**src/rtl/elevator_pkg.sv**
```systemverilog
// Shared definitions for the elevator request scheduler: FSM state encoding
// and default floor-count parameters.
package elevator_pkg;
  localparam int NUM_FLOORS_DEF = 4;
  localparam int FLOOR_W_DEF    = 2;
  localparam int STATE_W        = 2;

  typedef enum logic [STATE_W-1:0] {
    IDLE       = 2'd0,
    SERVE_UP   = 2'd1,
    SERVE_DOWN = 2'd2,
    DWELL      = 2'd3
  } state_t;
endpackage

```
**src/rtl/elevator_request_scheduler_if.sv**
```systemverilog
// Call/status/target bundle between the request scheduler and the car side
// (buttons, controller status, datapath target).
interface elevator_request_scheduler_if #(
  parameter int NUM_FLOORS = elevator_pkg::NUM_FLOORS_DEF,
  parameter int FLOOR_W    = elevator_pkg::FLOOR_W_DEF
) ();
  logic [NUM_FLOORS-1:0] call_btn;
  logic [FLOOR_W-1:0]    current_floor;
  logic                  door_open;
  logic                  wait_complete;
  logic [FLOOR_W-1:0]    req_floor;
  logic                  req_valid;
  logic                  direction_up;
  logic [NUM_FLOORS-1:0] pending;

  modport master (
    input  call_btn, current_floor, door_open, wait_complete,
    output req_floor, req_valid, direction_up, pending
  );

  modport slave (
    output call_btn, current_floor, door_open, wait_complete,
    input  req_floor, req_valid, direction_up, pending
  );
endinterface

```
**src/rtl/elevator_floor_select.sv**
```systemverilog
// Combinational LOOK search over the pending set relative to the car:
// nearest call at/above, nearest at/below, and any call strictly beyond.
module elevator_floor_select #(
  parameter int NUM_FLOORS = elevator_pkg::NUM_FLOORS_DEF,
  parameter int FLOOR_W    = elevator_pkg::FLOOR_W_DEF
) (
  input  logic [NUM_FLOORS-1:0] pending,
  input  logic [FLOOR_W-1:0]    current_floor,
  output logic [FLOOR_W-1:0]    above,
  output logic                  above_found,
  output logic [FLOOR_W-1:0]    below,
  output logic                  below_found,
  output logic                  beyond_up,
  output logic                  beyond_down
);
  always_comb begin
    above       = '0;
    above_found = 1'b0;
    below       = '0;
    below_found = 1'b0;
    beyond_up   = 1'b0;
    beyond_down = 1'b0;
    // Descending scan: the last hit is the lowest qualifying floor.
    for (int i = NUM_FLOORS-1; i >= 0; i--) begin
      if (pending[i] && (FLOOR_W'(i) >= current_floor)) begin
        above       = FLOOR_W'(i);
        above_found = 1'b1;
      end
    end
    // Ascending scan: the last hit is the highest qualifying floor.
    for (int i = 0; i < NUM_FLOORS; i++) begin
      if (pending[i] && (FLOOR_W'(i) <= current_floor)) begin
        below       = FLOOR_W'(i);
        below_found = 1'b1;
      end
      if (pending[i] && (FLOOR_W'(i) > current_floor)) beyond_up   = 1'b1;
      if (pending[i] && (FLOOR_W'(i) < current_floor)) beyond_down = 1'b1;
    end
  end
endmodule

```
**src/rtl/elevator_request_scheduler.sv**
```systemverilog
// LOOK request scheduler: queues floor calls, drives a registered target floor,
// and retires calls on door-open arrival at the target.
module elevator_request_scheduler
  import elevator_pkg::*;
#(
  parameter int NUM_FLOORS = NUM_FLOORS_DEF,
  parameter int FLOOR_W    = FLOOR_W_DEF
) (
  input logic                         clk,
  input logic                         rst,
  elevator_request_scheduler_if.master bus
);
  state_t                state, state_n;
  logic [NUM_FLOORS-1:0] pending, pending_n, clr_mask;
  logic [FLOOR_W-1:0]    req_floor, req_floor_n;
  logic                  req_valid, req_valid_n;
  logic                  dir_up, dir_up_n;
  logic [FLOOR_W-1:0]    above, below;
  logic                  above_found, below_found, beyond_up, beyond_down;
  logic                  service;

  elevator_floor_select #(.NUM_FLOORS(NUM_FLOORS), .FLOOR_W(FLOOR_W)) u_sel (
    .pending      (pending),
    .current_floor(bus.current_floor),
    .above        (above),
    .above_found  (above_found),
    .below        (below),
    .below_found  (below_found),
    .beyond_up    (beyond_up),
    .beyond_down  (beyond_down)
  );

  assign service = ((state == SERVE_UP) || (state == SERVE_DOWN)) &&
                   bus.door_open && (bus.current_floor == req_floor);

  // Clearing at the car's floor beats a same-cycle press there, so a press at
  // an open door is absorbed rather than re-queued.
  always_comb begin
    clr_mask = '0;
    for (int i = 0; i < NUM_FLOORS; i++)
      clr_mask[i] = (service || (state == DWELL)) && (bus.current_floor == FLOOR_W'(i));
  end

  assign pending_n = (pending | bus.call_btn) & ~clr_mask;

  always_comb begin
    state_n     = state;
    req_floor_n = req_floor;
    req_valid_n = req_valid;
    dir_up_n    = dir_up;
    case (state)
      IDLE: begin
        req_valid_n = 1'b0;
        req_floor_n = bus.current_floor;
        if (|pending) begin
          req_valid_n = 1'b1;
          if (above_found) begin
            state_n = SERVE_UP;   dir_up_n = 1'b1; req_floor_n = above;
          end else begin
            state_n = SERVE_DOWN; dir_up_n = 1'b0; req_floor_n = below;
          end
        end
      end
      SERVE_UP: begin
        if (service) begin
          state_n = DWELL; req_floor_n = bus.current_floor; req_valid_n = 1'b1;
        end else if (above_found) begin
          req_floor_n = above;
        end else if (below_found) begin
          state_n = SERVE_DOWN; dir_up_n = 1'b0; req_floor_n = below;
        end else begin
          state_n = IDLE; req_valid_n = 1'b0; req_floor_n = bus.current_floor;
        end
      end
      SERVE_DOWN: begin
        if (service) begin
          state_n = DWELL; req_floor_n = bus.current_floor; req_valid_n = 1'b1;
        end else if (below_found) begin
          req_floor_n = below;
        end else if (above_found) begin
          state_n = SERVE_UP; dir_up_n = 1'b1; req_floor_n = above;
        end else begin
          state_n = IDLE; req_valid_n = 1'b0; req_floor_n = bus.current_floor;
        end
      end
      DWELL: begin
        // No timeout: the car holds here until the datapath reports dwell done.
        if (bus.wait_complete) begin
          if ((dir_up && beyond_up) || (!dir_up && beyond_down)) begin
            state_n     = dir_up ? SERVE_UP : SERVE_DOWN;
            req_floor_n = dir_up ? above : below;
          end else if ((dir_up && beyond_down) || (!dir_up && beyond_up)) begin
            state_n     = dir_up ? SERVE_DOWN : SERVE_UP;
            req_floor_n = dir_up ? below : above;
            dir_up_n    = !dir_up;
          end else begin
            state_n     = IDLE;
            req_valid_n = 1'b0;
            req_floor_n = bus.current_floor;
          end
        end
      end
      default: state_n = IDLE;
    endcase
  end

  always_ff @(posedge clk or negedge rst) begin
    if (!rst) begin
      state     <= IDLE;
      pending   <= '0;
      req_floor <= '0;
      req_valid <= 1'b0;
      dir_up    <= 1'b1;
    end else begin
      state     <= state_n;
      pending   <= pending_n;
      req_floor <= req_floor_n;
      req_valid <= req_valid_n;
      dir_up    <= dir_up_n;
    end
  end

  assign bus.pending      = pending;
  assign bus.req_floor    = req_floor;
  assign bus.req_valid    = req_valid;
  assign bus.direction_up = dir_up;
endmodule

```
**src/flat_wrapper.sv**
```systemverilog
// flat-port wrapper written by rule: the top's interface ports become plain ports
module elevator_request_scheduler_flat import elevator_pkg::*;
#(
  parameter int NUM_FLOORS = NUM_FLOORS_DEF,
  parameter int FLOOR_W    = FLOOR_W_DEF
)
  (clk, rst, bus_call_btn, bus_current_floor, bus_door_open, bus_wait_complete, bus_req_floor, bus_req_valid, bus_direction_up, bus_pending);
  elevator_request_scheduler_if #(.NUM_FLOORS(NUM_FLOORS), .FLOOR_W(FLOOR_W)) bus_i ();
  input logic clk;
  input logic rst;
  input wire logic [$bits(bus_i.call_btn)-1:0] bus_call_btn;
  input wire logic [$bits(bus_i.current_floor)-1:0] bus_current_floor;
  input wire logic [$bits(bus_i.door_open)-1:0] bus_door_open;
  input wire logic [$bits(bus_i.wait_complete)-1:0] bus_wait_complete;
  output wire logic [$bits(bus_i.req_floor)-1:0] bus_req_floor;
  output wire logic [$bits(bus_i.req_valid)-1:0] bus_req_valid;
  output wire logic [$bits(bus_i.direction_up)-1:0] bus_direction_up;
  output wire logic [$bits(bus_i.pending)-1:0] bus_pending;
  assign bus_i.call_btn = bus_call_btn;
  assign bus_i.current_floor = bus_current_floor;
  assign bus_i.door_open = bus_door_open;
  assign bus_i.wait_complete = bus_wait_complete;
  assign bus_req_floor = bus_i.req_floor;
  assign bus_req_valid = bus_i.req_valid;
  assign bus_direction_up = bus_i.direction_up;
  assign bus_pending = bus_i.pending;
  elevator_request_scheduler #(.NUM_FLOORS(NUM_FLOORS), .FLOOR_W(FLOOR_W)) u_core (.clk(clk), .rst(rst), .bus(bus_i));
endmodule
```
**config.mk**
```make
export PLATFORM = sky130hd
export DESIGN_NAME = elevator_request_scheduler_flat
export DESIGN_NICKNAME = d
export VERILOG_FILES = /design/src/rtl/elevator_pkg.sv /design/src/rtl/elevator_request_scheduler_if.sv /design/src/rtl/elevator_floor_select.sv /design/src/rtl/elevator_request_scheduler.sv /design/src/flat_wrapper.sv
export SDC_FILE = /design/constraint.sdc
export NUM_CORES = 1
export LEC_CHECK = 0
export CORE_MARGIN = 4
export CORE_UTILIZATION = 50
export DETAILED_ROUTE_END_ITERATION = 10
export DONT_BUFFER_PORTS = 1
export SYNTH_ARGS = -nofsm -noshare
export SYNTH_HDL_FRONTEND = slang
export SYNTH_SLANG_ARGS = --single-unit
```
**constraint.sdc**
```tcl
create_clock -name clk -period 2.9 [get_ports clk]
set_clock_uncertainty 0.05 [all_clocks]
set_input_delay 0.29 -clock clk [delete_from_list [all_inputs] [get_ports clk]]
set_output_delay 0.29 -clock clk [all_outputs]
set_load 0.01 [all_outputs]
```
==> results of run 1 <==
power groups by stage:
stage                     logic (mW)  registers (mW)  clock network [mW]
after CTS                      0.676           0.365               0.140
after global placement         0.664           0.365                   0
after global routing           0.771           0.386               0.146
final                          0.680           0.369               0.136
after detailed placement       0.666           0.369                   0
after floorplan                0.613           0.290                   0
cells by family after synthesis:
| logic type | share of synthesized area |
|---|---|
| multiplexers | 0.0175 |
| AO/OA/AOI/OAI | 0.414 |
| XOR/XNOR | 0.0144 |
| flip-flops | 0.207 |
| adder cells (fa/ha/maj) | 0.0514 |
| AND/OR/NAND/NOR | 0.203 |
| buffers and inverters | 0.0936 |
metrics by stage:
step / instances / setup slack [ps]
after floorplan: 161 / 1090
after global placement: 178 / 816
after detailed placement: 178 / 752
after CTS: 183 / 747
after global routing: 183 / 472
final: 183 / 725
routing by layer:
layer / share of wire / wire, um
met4: 0.013 / 44
met3: 0.097 / 329
met1: 0.44 / 1480
met2: 0.45 / 1530
met5: 0 / 0
final cells by class:
| class | instances | area, um2 |
|---|---|---|
| clock buffers | 4 | 36.3 |
| fillers | 240 | 1030 |
| inverters | 11 | 41.3 |
| multi-input cells | 129 | 851 |
| flip-flops and latches | 10 | 251 |
| well taps | 28 | 35.0 |
| repair buffers | 1 | 10.0 |
cells in the mapped netlist, types with 3 or more instances:
| master | count | area [um2] |
|---|---|---|
| o21ai_0 | 17 | 85.1 |
| a21oi_1 | 14 | 70.1 |
| nor2_1 | 14 | 52.6 |
| inv_1 | 11 | 41.3 |
| nand2_1 | 10 | 37.5 |
| dfrtp_1 | 9 | 225 |
| a31oi_1 | 5 | 31.3 |
| ha_1 | 5 | 62.6 |
| nand2b_1 | 5 | 31.3 |
| o22a_1 | 5 | 43.8 |
| buf_2 | 4 | 20.0 |
| a221oi_1 | 3 | 26.3 |
| buf_6 | 3 | 33.8 |
| clkbuf_1 | 3 | 11.3 |
| nand3_1 | 3 | 15.0 |
| nand4_1 | 3 | 18.8 |
| nor3_1 | 3 | 15.0 |
worst max-delay path: cells and delay by family, from the launching register on:
kind | cells | cell delay [ps]
AO/OA/AOI/OAI | 5 | 900
AND/OR/NAND/NOR | 1 | 350
flip-flops | 1 | 760
state kept, by name, summed over array words and instances, names as in the netlist:
register and flops:
u_core.bus.pending 4, u_core.bus.req_floor 2, u_core.state 2, u_core.bus.direction_up 1, u_core.bus.req_valid 1
path summary, 6_finish.rpt:
kind	cells after the start	slack, ps	startpoint	to
hold / removal	1	90	bus_current_floor[1]	u_core.bus.pending[1]
setup reg to reg	6	730	u_core.bus.pending[2]	u_core.bus.req_floor[0]
min in group asynchronous	1	360	rst	u_core.bus.req_floor[0]
max in group asynchronous	1	2090	rst	u_core.bus.direction_up
setup / recovery	6	730	u_core.bus.pending[2]	u_core.bus.req_floor[0]
hold reg to reg	1	540	u_core.bus.req_valid	u_core.bus.req_valid
==> results.txt, run 1 <==
----------------------------------------------------
[Yosys]
  Main flop type after synthesis ... dfrtp_1
  Synthesized area ... 1220 um2
  Number of synthesized flops with an enable pin ... 0
  YS warnings ... 0
  Mean cell area of the mapped netlist ... 7.55 um2
  Syn Inst Count ... 161
  Share of flip-flops with an asynchronous set or reset after synthesis ... 1.00
  Number of synthesized register bits ... 10
  Cell variety after synth ... 51
  Sequential element share of the synthesized area ... 0.207
  Post-Syn Nets ... 176

[Placement]
  RePlAce Congestion ... 0.895
  Area post-placement ... 1180 um2
  Number of buffers inserted by port buffering ... 0
  Half-perimeter wire length after detailed placement ... 2410 um

[STA]
  Fraction of the cycle the final worst path needs ... 0.750
  Highest Clock Rate ... 0.460 GHz
  Number of setup violations in the final report ... 0
  Slew at the pin closest to its max-slew limit ... 644 ps
  Post-layout min period ... 2170 ps
  Min Hold Slack ... 92.3 ps
  Setup repair after global routing missed its margin ... false
  Max-slew violation count ... 0
  Tightest slew margin relative to the limit ... 0.571
  Setup total negative slack ... 0 ps
  Number of endpoints with negative hold slack in the final report ... 0

[Drt]
  Routed Wire Length ... 3390 um
  Routed wire per std cell ... 18.5 um
  Routed via count ... 1248
  DRC violations left ... 0
  Post-route antenna net violation count ... 0
  Number of violations reported at the end of detailed-routing iteration 0 ... 58
  Detailed-routing iteration count for the pre-antenna-repair pass ... 4
  Drt via density ... 6.82

[Critical path]
  Peak per-stage delay on the critical path ... 760 ps
  Kind of start point of the critical path ... register
  Slowest stage cell on the critical path ... dfrtp_1
  Critical setup path kind ... reg2reg
  Cell with the most instances on the worst path ... a21oi_1
  Sort of element at the end of the critical path ... register
  Critical Path AT ... 2290 ps
  Max Fanout on Critical Path ... 19
  Critical path, cell by cell ... a21oi_1 -> o21ai_1 -> a221oi_1 -> a21oi_1 -> a2111oi_0 -> or3_1
  Worst EP required ... 3010 ps

[Floorplanning]
  Core outline area ... 2250 um2
  Starting density of the core ... 0.539
  Die width ... 57.3 um
  Die outline area ... 3290 um2
  I/O pin cnt ... 18
  Die height ... 57.3 um
  Cell Rows ... 17

[Pwr]
  Static leakage power ... 0.484 nW
  Logic gate share of total power ... 0.574
  Max VDD drop ... 0.694 mV
  Cell Int Power ... 0.577 mW
  Sequential Power Share ... 0.311
  PD cells ... 967 nW/um2
  Total power after layout ... 1.18 mW
  Proportion of power drawn by the clock network ... 0.115
  Net switching component of the power ... 0.607 mW
  Net switching fraction of the power ... 0.512

[Clocking]
  Htree depth ... 1
  Clk_lat worst skew ... 280 ps
  Clock slew seen by the registers of the worst setup and hold paths ... 80 ps
  Number of buffers added to fix hold violations after cts ... 1
  Resized cells post-CTS ... 0
  Clock tree root buffer cell ... clkbuf_4
  Deepest clock path buffer count ... 2
  Clock Sink Count ... 10
  CTS tree ... done
  Post-CTS setup-driven buffer insertion count ... 0
  Number of buffers added by the clock tree synthesis step ... 3

[Finish]
  Number of nets in the layout ... 171
  Leading cell type in the layout, fill and taps excluded ... o21ai_0
  Layout Area Growth over Synthesis ... 0.720%
  Final core utilization ... 0.543
  Layout Cell Area excl Fill ... 1220 um2
  Share of cells above drive strength 1 ... 0.0710
  Commonest non-fill, non-tap cells in the layout ... 17 x o21ai_0, 14 x nor2_1, 14 x a21oi_1
  ANT cells ... 0

[Global routing]
  Wire length of the first global-routing pass ... 5620 um
  Total global routing track utilization ... 0.219
  Initial antenna violation count ... 0
  Global routing usage on met2 ... 0.323
  Via count of the first global-routing pass ... 1134
  Total gr overflow ... 0
  Met3 usage in global routing ... 0.0905
  Global-route layer with the greatest usage ... met2
  Largest net degree at the start of global routing ... 27
  Fraction of met1 tracks used by global routing ... 0.288

[Job]
  Max capacitance violation total ... 0

[Status]
  Status ... complete, no violations

[Hold path]
  Worst hold-check path type ... in2reg

----------------------------------------------------
Note: power is estimated with default switching activity, not from simulation.
==> run 2, diff against run 1 <==
==> constraint.sdc (replaced) <==
create_clock -name clk -period 2.1 [get_ports clk]
set_clock_uncertainty 0.05 [all_clocks]
set_input_delay 0.21 -clock clk [delete_from_list [all_inputs] [get_ports clk]]
set_output_delay 0.21 -clock clk [all_outputs]
set_load 0.01 [all_outputs]
==> results.txt, run 2 (synthesis gave the netlist of run 1 again) <==
----------------------------------------------------
[Status]
  Status ... complete, no violations

[STA]
  Setup repair after global routing missed its margin ... false
  Max-slew violation count ... 0
  Min Hold Slack ... 18.8 ps
  Slew at the pin closest to its max-slew limit ... 547 ps
  Post-layout min period ... 1930 ps
  Tightest slew margin relative to the limit ... 0.634
  Highest Clock Rate ... 0.519 GHz
  Setup total negative slack ... 0 ps
  Number of setup violations in the final report ... 0
  Fraction of the cycle the final worst path needs ... 0.917
  Number of endpoints with negative hold slack in the final report ... 0

[Finish]
  Biggest registers after layout ... u_core.bus.pending (4), u_core.bus.req_floor (2), u_core.state (2)
  Sequential standard cell area ... 253 um2
  Max reg flops ... 4
  Area used by multi-input combinational logic ... 855 um2
  Reg with most FFs ... u_core.bus.pending
  ANT cells ... 0
  Layout fillers ... 224
  Leading cell type in the layout, fill and taps excluded ... o21ai_0
  Share of cells above drive strength 1 ... 0.133
  Number of nets in the layout ... 181
  Commonest non-fill, non-tap cells in the layout ... 17 x o21ai_0, 14 x nor2_1, 14 x a21oi_1
  Layout Area Growth over Synthesis ... 6.48%

[Critical path]
  Cells on worst reg2reg path ... 6
  Kind of start point of the critical path ... register
  Worst reg2reg setup slack ... 170 ps
  Critical setup path kind ... reg2reg
  Worst EP required ... 2280 ps
  Peak per-stage delay on the critical path ... 490 ps
  Startpoint of the most critical register-to-register path ... u_core.bus.pending[1]
  Slowest stage cell on the critical path ... dfrtp_1
  Max Fanout on Critical Path ... 9
  Critical Path AT ... 2100 ps
  Sort of element at the end of the critical path ... register
  Critical path, cell by cell ... o21ai_2 -> o21ai_1 -> a221oi_1 -> a21oi_1 -> a2111oi_0 -> or3_1
  FF-to-FF End ... u_core.bus.req_floor[0]
  Capturing element of the worst setup path ... u_core.bus.req_floor[0]
  Critical path origin ... u_core.bus.pending[1]

[Floorplanning]
  I/O pin cnt ... 18
  Die outline area ... 3290 um2
  Die width ... 57.3 um
  Cell Rows ... 17
  Die height ... 57.3 um
  Core outline area ... 2250 um2
  Starting density of the core ... 0.539

[Clocking]
  Clock slew seen by the registers of the worst setup and hold paths ... 70 ps
  Post-CTS setup-driven buffer insertion count ... 0
  CTS tree ... done
  Htree depth ... 1
  Number of buffers added by the clock tree synthesis step ... 3
  Clock Sink Count ... 10
  Clk_lat worst skew ... 280 ps
  Deepest clock path buffer count ... 2
  Clock tree root buffer cell ... clkbuf_4

[Pwr]
  Sequential Power Share ... 0.267
  Net switching component of the power ... 0.864 mW
  Proportion of power drawn by the clock network ... 0.090
  Static leakage power ... 0.526 nW
  PD cells ... 1300 nW/um2
  Net switching fraction of the power ... 0.512
  Logic gate share of total power ... 0.643
  Cell Int Power ... 0.823 mW
  Max VDD drop ... 0.988 mV

[Drt]
  Routed via count ... 1289
  Routed wire per std cell ... 18.3 um
  Detailed-routing iteration count for the pre-antenna-repair pass ... 4
  Number of violations reported at the end of detailed-routing iteration 0 ... 64
  Routed Wire Length ... 3530 um
  DRC violations left ... 0
  Drt via density ... 6.68
  Post-route antenna net violation count ... 0

[Global routing]
  Global-route layer with the greatest usage ... met2
  Met3 usage in global routing ... 0.0520
  Total global routing track utilization ... 0.232
  Initial antenna violation count ... 0
  Total gr overflow ... 0
  Fraction of met1 tracks used by global routing ... 0.322
  Global routing usage on met2 ... 0.347
  Largest net degree at the start of global routing ... 27
  Via count of the first global-routing pass ... 1227
  Wire length of the first global-routing pass ... 5940 um

[Job]
  Max capacitance violation total ... 0

[Hold path]
  Launch point of the worst hold path ... bus_call_btn[0]
  Cell depth of the worst min-delay path ... 1
  Worst hold-check path type ... in2reg

[Placement]
  RePlAce Congestion ... 0.938
  Half-perimeter wire length after detailed placement ... 2660 um
  Number of buffers inserted by port buffering ... 0

----------------------------------------------------
==> run 2: cell types whose count changed in the layout (fill, tap and decap cells not counted) <==
cell,before,now
dfrtp_1,9,8
dfrtp_2,0,1
o21ai_1,2,1
o21ai_2,0,1
clkbuf_1,0,1
clkbuf_8,1,0
buf_4,0,10
==> run 2: worst max-delay path: cells and delay by family (launching register included) <==
kind	cells	cell delay (ps)
simple gates	1	160
compound gates	5	1170
flops	1	490
==> run 2: routing by layer <==
metal	part of all wire	vias to the layer above
li1	-	617
met1	0.43	615
met2	0.46	51
met3	0.097	6
met4	0.012	0
met5	0	-
==> run 2: cell type report <==
class	instances	share of cell area
Tap cell	28	0.0271
Inverter	11	0.0319
Sequential cell	10	0.195
Clock buffer	4	0.0203
Timing Repair Buffer	11	0.0657
Multi-Input combinational cell	129	0.660
==> run 2: how the worst min path moves through the flow <==
stage | end | slack, ps
4_1_cts | u_core.bus.pending[0] | 20
3_3_place_gp | u_core.bus.pending[0] | -140
3_5_place_dp | u_core.bus.pending[0] | -140
2_1_floorplan | u_core.bus.pending[0] | -140
5_1_grt | u_core.bus.pending[0] | 10
6_report | u_core.bus.pending[0] | 20
==> run 2: repair_timing <==
item	CTS	global route
endpoints found under the setup margin	0	1
hold buffers	1	0
resized for setup	0	2
endpoints found under the hold margin	10	0
==> run 2: power by group through the flow <==
stage          sequential (mW)  combinational, mW  clock [mW]
3_3_place_gp             0.444               1.04           0
5_1_grt                  0.467               1.21       0.164
3_5_place_dp             0.449               1.06           0
2_1_floorplan            0.400              0.847           0
4_1_cts                  0.446               1.07       0.154
6_report                 0.451               1.08       0.152
==> run 2: stage by stage <==
step	utilization	cells	cell area [um2]	setup slack, ps	power [mW]
global route	0.574	193	1290	2.73	1.84
floorplan	-	161	1220	289	1.25
global placement	0.556	188	1250	204	1.48
detailed placement	0.556	188	1250	144	1.51
CTS	0.572	193	1290	123	1.67
finish	0.574	193	1290	174	1.69
==> run 3, diff against run 2 <==
--- a/config.mk
+++ b/config.mk
@@ -7,6 +7,7 @@
 export LEC_CHECK = 0
 export CORE_MARGIN = 4
 export CORE_UTILIZATION = 50
+export CTS_BUF_LIST = sky130_fd_sc_hd__clkbuf_4
 export DETAILED_ROUTE_END_ITERATION = 10
 export DONT_BUFFER_PORTS = 1
 export SYNTH_ARGS = -nofsm -noshare
==> results.txt, run 3 (synthesis gave the netlist of run 1 again) <==
----------------------------------------------------
[Critical path]
  Startpoint of the most critical register-to-register path ... u_core.state[0]
  Cells on worst reg2reg path ... 6
  Worst EP required ... 2220 ps
  FF-to-FF End ... u_core.state[0]
  Buffer and inverter count on the worst path ... 1
  Max Fanout on Critical Path ... 10
  Capturing element of the worst setup path ... u_core.state[0]
  Sort of element at the end of the critical path ... register
  Critical path origin ... u_core.state[0]
  Count of cell instances traversed by the critical path ... 6
  Kind of start point of the critical path ... register
  Critical path, cell by cell ... inv_1 -> ha_1 -> nor2_1 -> o31ai_1 -> nand4_1 -> mux2_2
  Slowest stage cell on the critical path ... dfrtp_1
  CP top delay family ... flip-flops
  Worst reg2reg setup slack ... 170 ps
  Peak per-stage delay on the critical path ... 430 ps
  Critical setup path kind ... reg2reg
  Critical Path AT ... 2050 ps

[Floorplanning]
  I/O pin cnt ... 18
  Die outline area ... 3290 um2
  Cell Rows ... 17
  Starting density of the core ... 0.539
  Core outline area ... 2250 um2
  Die height ... 57.3 um
  Die width ... 57.3 um

[Placement]
  Half-perimeter wire length after detailed placement ... 2660 um
  RePlAce Congestion ... 0.938
  Number of buffers inserted by port buffering ... 0
  Cells after DPL ... 188

[Clocking]
  Post-CTS setup-driven buffer insertion count ... 0
  CTS tree ... done
  Clock Sink Count ... 10
  Deepest clock path buffer count ... 2
  Clk_lat worst skew ... 280 ps
  Clock tree root buffer cell ... clkbuf_4
  Number of buffers added by the clock tree synthesis step ... 3
  Htree depth ... 1
  Clock slew seen by the registers of the worst setup and hold paths ... 70 ps

[Drt]
  Drt via density ... 6.68
  Routed wire per std cell ... 18.3 um
  Detailed-routing iteration count for the pre-antenna-repair pass ... 4
  Post-route antenna net violation count ... 0
  Routed Wire Length ... 3540 um
  Routed via count ... 1289
  Number of violations reported at the end of detailed-routing iteration 0 ... 68
  DRC violations left ... 0

[Finish]
  Area used by multi-input combinational logic ... 855 um2
  Number of nets in the layout ... 181
  Max reg flops ... 4
  ANT cells ... 0
  Share of cells above drive strength 1 ... 0.139
  Layout fillers ... 224
  Sequential standard cell area ... 253 um2
  Leading cell type in the layout, fill and taps excluded ... o21ai_0
  Layout Area Growth over Synthesis ... 6.79%
  Commonest non-fill, non-tap cells in the layout ... 17 x o21ai_0, 14 x nor2_1, 14 x a21oi_1
  Biggest registers after layout ... u_core.bus.pending (4), u_core.bus.req_floor (2), u_core.state (2)
  Reg with most FFs ... u_core.bus.pending
  Final core utilization ... 0.576
  Non-filler instance count after layout ... 193

[Global routing]
  Total global routing track utilization ... 0.232
  Wire length of the first global-routing pass ... 5930 um
  Via count of the first global-routing pass ... 1226
  Initial antenna violation count ... 0
  Total gr overflow ... 0
  Largest net degree at the start of global routing ... 27

[STA]
  Post-layout min period ... 1930 ps
  Max-slew violation count ... 0
  Fraction of the cycle the final worst path needs ... 0.920
  Tightest slew margin relative to the limit ... 0.635
  Number of endpoints with negative hold slack in the final report ... 0
  Number of setup violations in the final report ... 0
  Highest Clock Rate ... 0.518 GHz
  Setup repair after global routing missed its margin ... false
  Slew at the pin closest to its max-slew limit ... 546 ps
  Setup total negative slack ... 0 ps

[Job]
  Max capacitance violation total ... 0

[Hold path]
  Cell depth of the worst min-delay path ... 1
  Worst hold-check path type ... in2reg

[Pwr]
  Static leakage power ... 0.529 nW
  Max VDD drop ... 0.997 mV
  PD cells ... 1310 nW/um2

[Status]
  Status ... complete, no violations

----------------------------------------------------
## run 3: layout make-up
class	count	area share
multi-input cells	129	0.658
flip-flops and latches	10	0.195
repair buffers	11	0.0655
inverters	11	0.0318
well taps	28	0.0270
clock buffers	4	0.0231
## run 3: how the worst min path moves through the flow
stage               startpoint                     to  slack (ps)
2_1_floorplan              rst  u_core.bus.pending[0]        -140
3_3_place_gp               rst  u_core.bus.pending[0]        -140
3_5_place_dp               rst  u_core.bus.pending[0]        -140
4_1_cts        bus_call_btn[0]  u_core.bus.pending[0]          20
5_1_grt        bus_call_btn[0]  u_core.bus.pending[0]          10
6_report       bus_call_btn[0]  u_core.bus.pending[0]          20
## run 3: report_power, final
part | switching (mW) | leakage, nW | internal [mW]
sequential | 0.160 | 0.107 | 0.291
combinational | 0.630 | 0.403 | 0.459
clock | 0.0775 | 0.0184 | 0.0868
total | 0.868 | 0.529 | 0.836
## run 3: metal layers
metal / global-route usage / part of all wire / vias up
li1: - / - / 616
met1: 0.322 / 0.45 / 616
met2: 0.346 / 0.46 / 51
met3: 0.0520 / 0.075 / 6
met4: 0.0927 / 0.012 / 0
met5: 0 / 0 / -
## run 3: what timing repair did
| action | CTS | global route |
|---|---|---|
| gates resized for setup | 0 | 2 |
| hold buffers | 1 | 0 |
| hold endpoints to repair | 10 | 0 |
| endpoints found under the setup margin | 0 | 1 |
## run 3: metrics by stage
stage	hold slack, ps	cell area, um2	total power, mW	setup WS [ps]
2_1_floorplan	-136	1220	1.25	289
3_3_place_gp	-135	1250	1.48	204
3_5_place_dp	-135	1250	1.51	144
4_1_cts	16.0	1290	1.68	123
5_1_grt	11.3	1300	1.85	3.86
6_report	19.3	1300	1.70	168
==> patch 1: new RTL, flow settings as in run 2 <==
Reset style: synchronous (`rst`), changed in one clocked block.
--- a/src/rtl/elevator_request_scheduler.sv
+++ b/src/rtl/elevator_request_scheduler.sv
@@ -106,3 +106,3 @@
 
-  always_ff @(posedge clk or negedge rst) begin
+  always_ff @(posedge clk) begin
     if (!rst) begin
Formal check against the unedited RTL: differs if rst is asserted again (counterexample within 4 cycles, from zero or initial values and one cycle with rst low); with rst held inactive, the same outputs for 10 cycles.
==> patch 1 against run 2 <==
  * Power decreased by 22%
  * Design area grew 1.2%
  * Area after synthesis decreased by 2.3%
  * Sequential cell count stayed put
  * Setup slack worse by 0.045 ns
  * Fmax down 2.3%
  * Wire length is 0.91% higher
  * Critical path type unchanged
  * Highest routed layer unchanged
==> patch 1: results (changes against run 2) <==
qor: status.run_status finished clean
qor: synthesis.synth_common_cells 17 x sky130_fd_sc_hd__a21oi_1, 14 x sky130_fd_sc_hd__o21ai_0, 11 x sky130_fd_sc_hd__nand2_1
qor: worst_setup_path.register_to_register_path_setup_slack 0.13 ns [-0.04 ns]
qor: worst_setup_path.crit_slowest_cell sky130_fd_sc_hd__dfxtp_1
qor: global_route.grt_use_met1 28.5% [-3.7 points]
qor: routing.drtIter0Drc 63 [-1.6%]
qor: worst_setup_path.worstReg2RegEnd u_core.bus.direction_up
qor: layout.final_net_count 192 [+6.1%]
qor: global_route.first_global_vias 1319 [+7.5%]
qor: synthesis.prevailing_post_synth_register_cell sky130_fd_sc_hd__dfxtp_1
qor: synthesis.post_synth_num_cell_types 52 [+2.0%]
qor: pwr.power.leakage 0.525 nW [-0.22%]
qor: worst_setup_path.rr_worst_depth 7 [+1]
qor: place.place_congestion 0.933 [-0.62%]
qor: global_route.global_route.usage.total 22.3% [-0.95 points]
qor: synthesis.part_of_the_yosys_area_used_for_sequential_elements 16.8% [-3.8 points]
qor: routing.drt-total-wl 3560 um [+0.91%]
qor: worst_setup_path.slowest_delay 0.39 ns [-0.10 ns]
qor: routing.vias_after_detailed_routing 1379 [+7.0%]
qor: synthesis.postSynthCellCount 169 [+5.0%]
qor: worst_setup_path.worstPathMaxFanout 6 [-3]
qor: worst_hold_path.timing.hold.worst_endpoint u_core.bus.req_valid
qor: synthesis.synth.net_count 184 [+4.5%]
qor: layout.layoutNonFillerInstCount 203 [+5.2%]
qor: global_route.global_route.usage.met3 5.06% [-0.15 points]
qor: layout.fraction_of_final_layout_cells_sized_beyond_drive_strength_1 13.1% [-0.19 points]
qor: layout.filler_cells 216 [-3.6%]
qor: sta.tightestPinTransition 0.461 ns [-0.0857 ns]
qor: synthesis.synthTopCellsByArea sky130_fd_sc_hd__dfxtp_1 17%, sky130_fd_sc_hd__a21oi_1 7.2%, sky130_fd_sc_hd__o21ai_0 5.9%
qor: worst_setup_path.source_of_the_worst_register_to_register_timing_path u_core.state[1]
qor: global_route.global_route.usage.met2 36.6% [+1.9 points]
qor: pwr.max-vdd-ir-drop 574 uV [-42%]
qor: global_route.grt_pass1_wl 5890 um [-0.93%]
qor: place.post-place-ws 0.0329 ns [-0.111 ns]
qor: worst_hold_path.worst_hold_startpoint rst
qor: synthesis.async_flop_share 0% [-100 points]
qor: place.detailed_place_hpwl 2660 um [+0.21%]
-- patch 1: changes by cell type after synthesis, sizes merged, moves of 4 or more --
cell and change:
dfxtp +10, or2 +4, a211oi +7, dfrtp -9
-- patch 1: logic make-up after synthesis --
logic type / Yosys count / synth area share [%]
mux: 1 / 0.842
buf+inv: 22 / 8.74
flops: 10 / 16.8
xor+xnor: 2 / 1.47
fa+ha+maj: 5 / 5.26
simple gates: 53 / 23.9
compound gates: 76 / 42.9
-- patch 1: timing repair --
action,4_1_cts,5_1_grt
hold buffers,3,0
setup buffers,0,0
setup endpoints to repair,0,2
endpoints found under the hold margin,4,0
gates resized for setup,0,2
-- patch 1: cell type report --
class	count	area, um^2	area share (%)
repair buffers	15	120	9.17
multi-input cells	137	895	68.3
clock buffers	3	22.5	1.72
flip-flops and latches	10	200	15.3
well taps	28	35.0	2.67
inverters	10	37.5	2.87
-- patch 1: worst max path at each step --
stage	startpoint	endpoint	slack, ns	cells after the start
5_1_grt	u_core.state[0]	u_core.bus.direction_up	0.007	7
2_1_floorplan	u_core.state[1]	u_core.state[0]	0.22	7
6_report	u_core.state[1]	u_core.bus.direction_up	0.13	7
3_5_place_dp	u_core.state[0]	u_core.bus.direction_up	0.03	7
3_3_place_gp	u_core.state[0]	u_core.bus.direction_up	0.04	7
4_1_cts	u_core.state[0]	u_core.bus.direction_up	0.02	7
-- patch 1: metrics by stage --
stage	total power, mW	area, um^2
after floorplan	0.937	1190
after global placement	1.15	1250
after detailed placement	1.15	1250
after CTS	1.29	1300
after global routing	1.41	1310
final	1.31	1310
-- patch 1: worst max-delay path, delay by kind of cell, from the launching register on --
kind                       cells  cell delay (ns)
AOI/OAI and AO/OA              1             0.37
adders and majority gates      1             0.30
buffers and inverters          2             0.27
DFF                            1             0.39
and+or+nand+nor                3             0.46
-- patch 1: power breakdown --
| group | switching (mW) | internal (mW) | total [mW] |
|---|---|---|---|
| clock network | 0.0691 | 0.0663 | 0.135 |
| logic | 0.465 | 0.374 | 0.840 |
| registers | 0.0875 | 0.248 | 0.336 |
-- patch 1: metal layers --
| layer | wire, um | up-vias |
|---|---|---|
| met2 | 1680 | 72 |
| met1 | 1500 | 643 |
| met5 | 0 | - |
| met3 | 270 | 12 |
| met4 | 112 | 0 |
| li1 | - | 652 |
==> patch 2: new RTL, settings of run 2 <==
Made on the original files. `FLOOR_W_DEF`: 2 -> 4.
--- a/src/rtl/elevator_pkg.sv
+++ b/src/rtl/elevator_pkg.sv
@@ -4,3 +4,3 @@
   localparam int NUM_FLOORS_DEF = 4;
-  localparam int FLOOR_W_DEF    = 2;
+  localparam int FLOOR_W_DEF    = 4;
   localparam int STATE_W        = 2;
Interface: changed (resized bus_current_floor and bus_req_floor); port bits go from 18 to 22. The function was not compared with the original's and may differ.
==> patch 2 against run 2 <==
  * The run now ends with negative setup slack left
  * Area after synthesis up 6.5%
  * Design area up 28%
  * Non-clock buffer count up 28
  * Power down 17%
  * Final cell count up 17%
  * Combinational power down 25%
  * Wire length up 18%
  * Synthesized cell count up 1.2%
  * Setup slack worse by 0.26 ns
  * Sequential cell count up 2
==> patch 2: results (changes against run 2) <==
qor: status.run_status finished with violations
qor: status.failing_checks negative setup slack
qor: synthesis.post_synth_num_cell_types 58 [+14%]
qor: sta.final.setup.worst_slack -0.0908 ns [-0.264 ns]
qor: worst_hold_path.timing.hold.worst_endpoint u_core.bus.pending[1]
qor: worst_setup_path.crit_slowest_cell sky130_fd_sc_hd__or4b_1
qor: place.detailed_place_hpwl 2910 um [+9.5%]
qor: routing.viasPerCell 6.41 [-4.0%]
qor: worst_setup_path.timing.critical_path.arrival 2.36 ns [+0.26 ns]
qor: worst_setup_path.rr_worst_depth 7 [+1]
qor: place.place_congestion 0.854 [-9.0%]
qor: worst_setup_path.critical_path.top_delay_family simple AND/OR/NAND/NOR gates
qor: clocking.post-cts-setup-buffer-count 2 [+2]
qor: clocking.postCtsResizedCells 1 [+1]
qor: sta.finalSetupViolCount 4 [+4]
qor: layout.top_regs u_core.bus.pending: 4 flops, u_core.bus.req_floor: 4 flops, u_core.state: 2 flops
qor: layout.final_net_count 214 [+18%]
qor: floorplanning.floorplan.initialDensity 52.3% [-1.7 points]
qor: worst_setup_path.slowest_delay 0.47 ns [-0.02 ns]
qor: synthesis.multiplexer_area_fraction_after_synthesis 2.51% [+0.76 points]
qor: layout.fraction_of_final_layout_cells_sized_beyond_drive_strength_1 34.7% [+21 points]
qor: synthesis.yosys.area_share.xor_xnor 2.71% [+1.3 points]
qor: synthesis.synth.net_count 180 [+2.3%]
qor: worst_setup_path.source_of_the_worst_register_to_register_timing_path u_core.bus.pending[2]
qor: global_route.grt_pass1_wl 6680 um [+12%]
qor: sta.tightestPinTransition 0.682 ns [+0.136 ns]
qor: clocking.cts_hold_repair.buffers 3 [+2]
qor: routing.drtIter0Drc 68 [+6.3%]
qor: synthesis.synthAdderAreaFrac 4.83% [-0.31 points]
qor: place.post-place-ws -0.0575 ns [-0.202 ns]
qor: routing.drt-total-wl 4150 um [+18%]
qor: worst_setup_path.worstPathMaxFanout 4 [-5]
qor: synthesis.synthTopCellsByArea sky130_fd_sc_hd__dfrtp_1 21%, sky130_fd_sc_hd__o21ai_0 5.8%, sky130_fd_sc_hd__a21oi_1 5.4%
qor: global_route.global_route.usage.total 24.8% [+1.6 points]
qor: pwr.max-vdd-ir-drop 654 uV [-34%]
qor: worst_setup_path.register_to_register_path_setup_slack -0.09 ns [-0.26 ns]
qor: global_route.largest_net_degree_at_the_start_of_global_routing 15 [-44%]
qor: synthesis.synth_common_cells 15 x sky130_fd_sc_hd__nand2_1, 15 x sky130_fd_sc_hd__o21ai_0, 14 x sky130_fd_sc_hd__a21oi_1, 11 x sky130_fd_sc_hd__dfrtp_1, 11 x sky130_fd_sc_hd__nor2_1
qor: worst_hold_path.worst_hold_startpoint bus_call_btn[1]
qor: pwr.power.leakage 0.685 nW [+30%]
qor: synthesis.synth_compound_gate_area_share 33.1% [-8.2 points]
## patch 2: changes by cell type after synthesis, sizes merged, moves of 3 or more
cell	change
nand2	+6
o22a	-5
a221oi	-4
inv	-4
a21boi	+3
a22o	+3
nand2b	-3
nand3	+3
o21ai	-3
xor2	+3
## patch 2: layout make-up
cell class                 instances  area [um^2]
multi-input combinational        134          962
sequential                        12          303
clock buffer                       4         36.3
fill                             203          815
timing repair buffer              39          298
inverter                           7         26.3
tap                               30         37.5
## patch 2: kinds of logic after synthesis
| logic type | Yosys count |
|---|---|
| compound gates | 62 |
| xor+xnor | 4 |
| fa+ha+maj | 5 |
| buf+inv | 17 |
| flops | 12 |
| mux | 3 |
| simple gates | 60 |
## patch 2: worst register-to-register path: cells and delay by family (launching register included)
family          cells  cell delay (ns)
simple gates        4             1.08
compound gates      3             0.57
flops               1             0.44
## patch 2: per-layer routing
metal	global-route usage (%)	vias to the layer above	part of all wire [%]
met5	0	-	0
met1	31.3	677	39
met2	40.7	77	50
met3	4.17	17	7.5
met4	12.3	0	3.3
li1	-	678	-
## patch 2: metrics by stage
step                utilization [%]  instance area [um^2]  setup TNS, ns  cells  hold WS (ns)
floorplan                         -                  1340        -0.0156    163        -0.136
global placement               60.1                  1490       -0.00252    210        -0.135
detailed placement             60.1                  1490        -0.0736    210        -0.135
CTS                            63.5                  1570         -0.110    219        0.0191
global route                   67.1                  1660         -0.477    226        0.0169
finish                         67.1                  1660         -0.172    226       0.00767
## patch 2: power by group
group / internal [mW] / leakage (nW) / switching, mW
logic: 0.373 / 0.531 / 0.439
clock network: 0.105 / 0.0210 / 0.0948
registers: 0.302 / 0.133 / 0.0852
total: 0.781 / 0.685 / 0.619
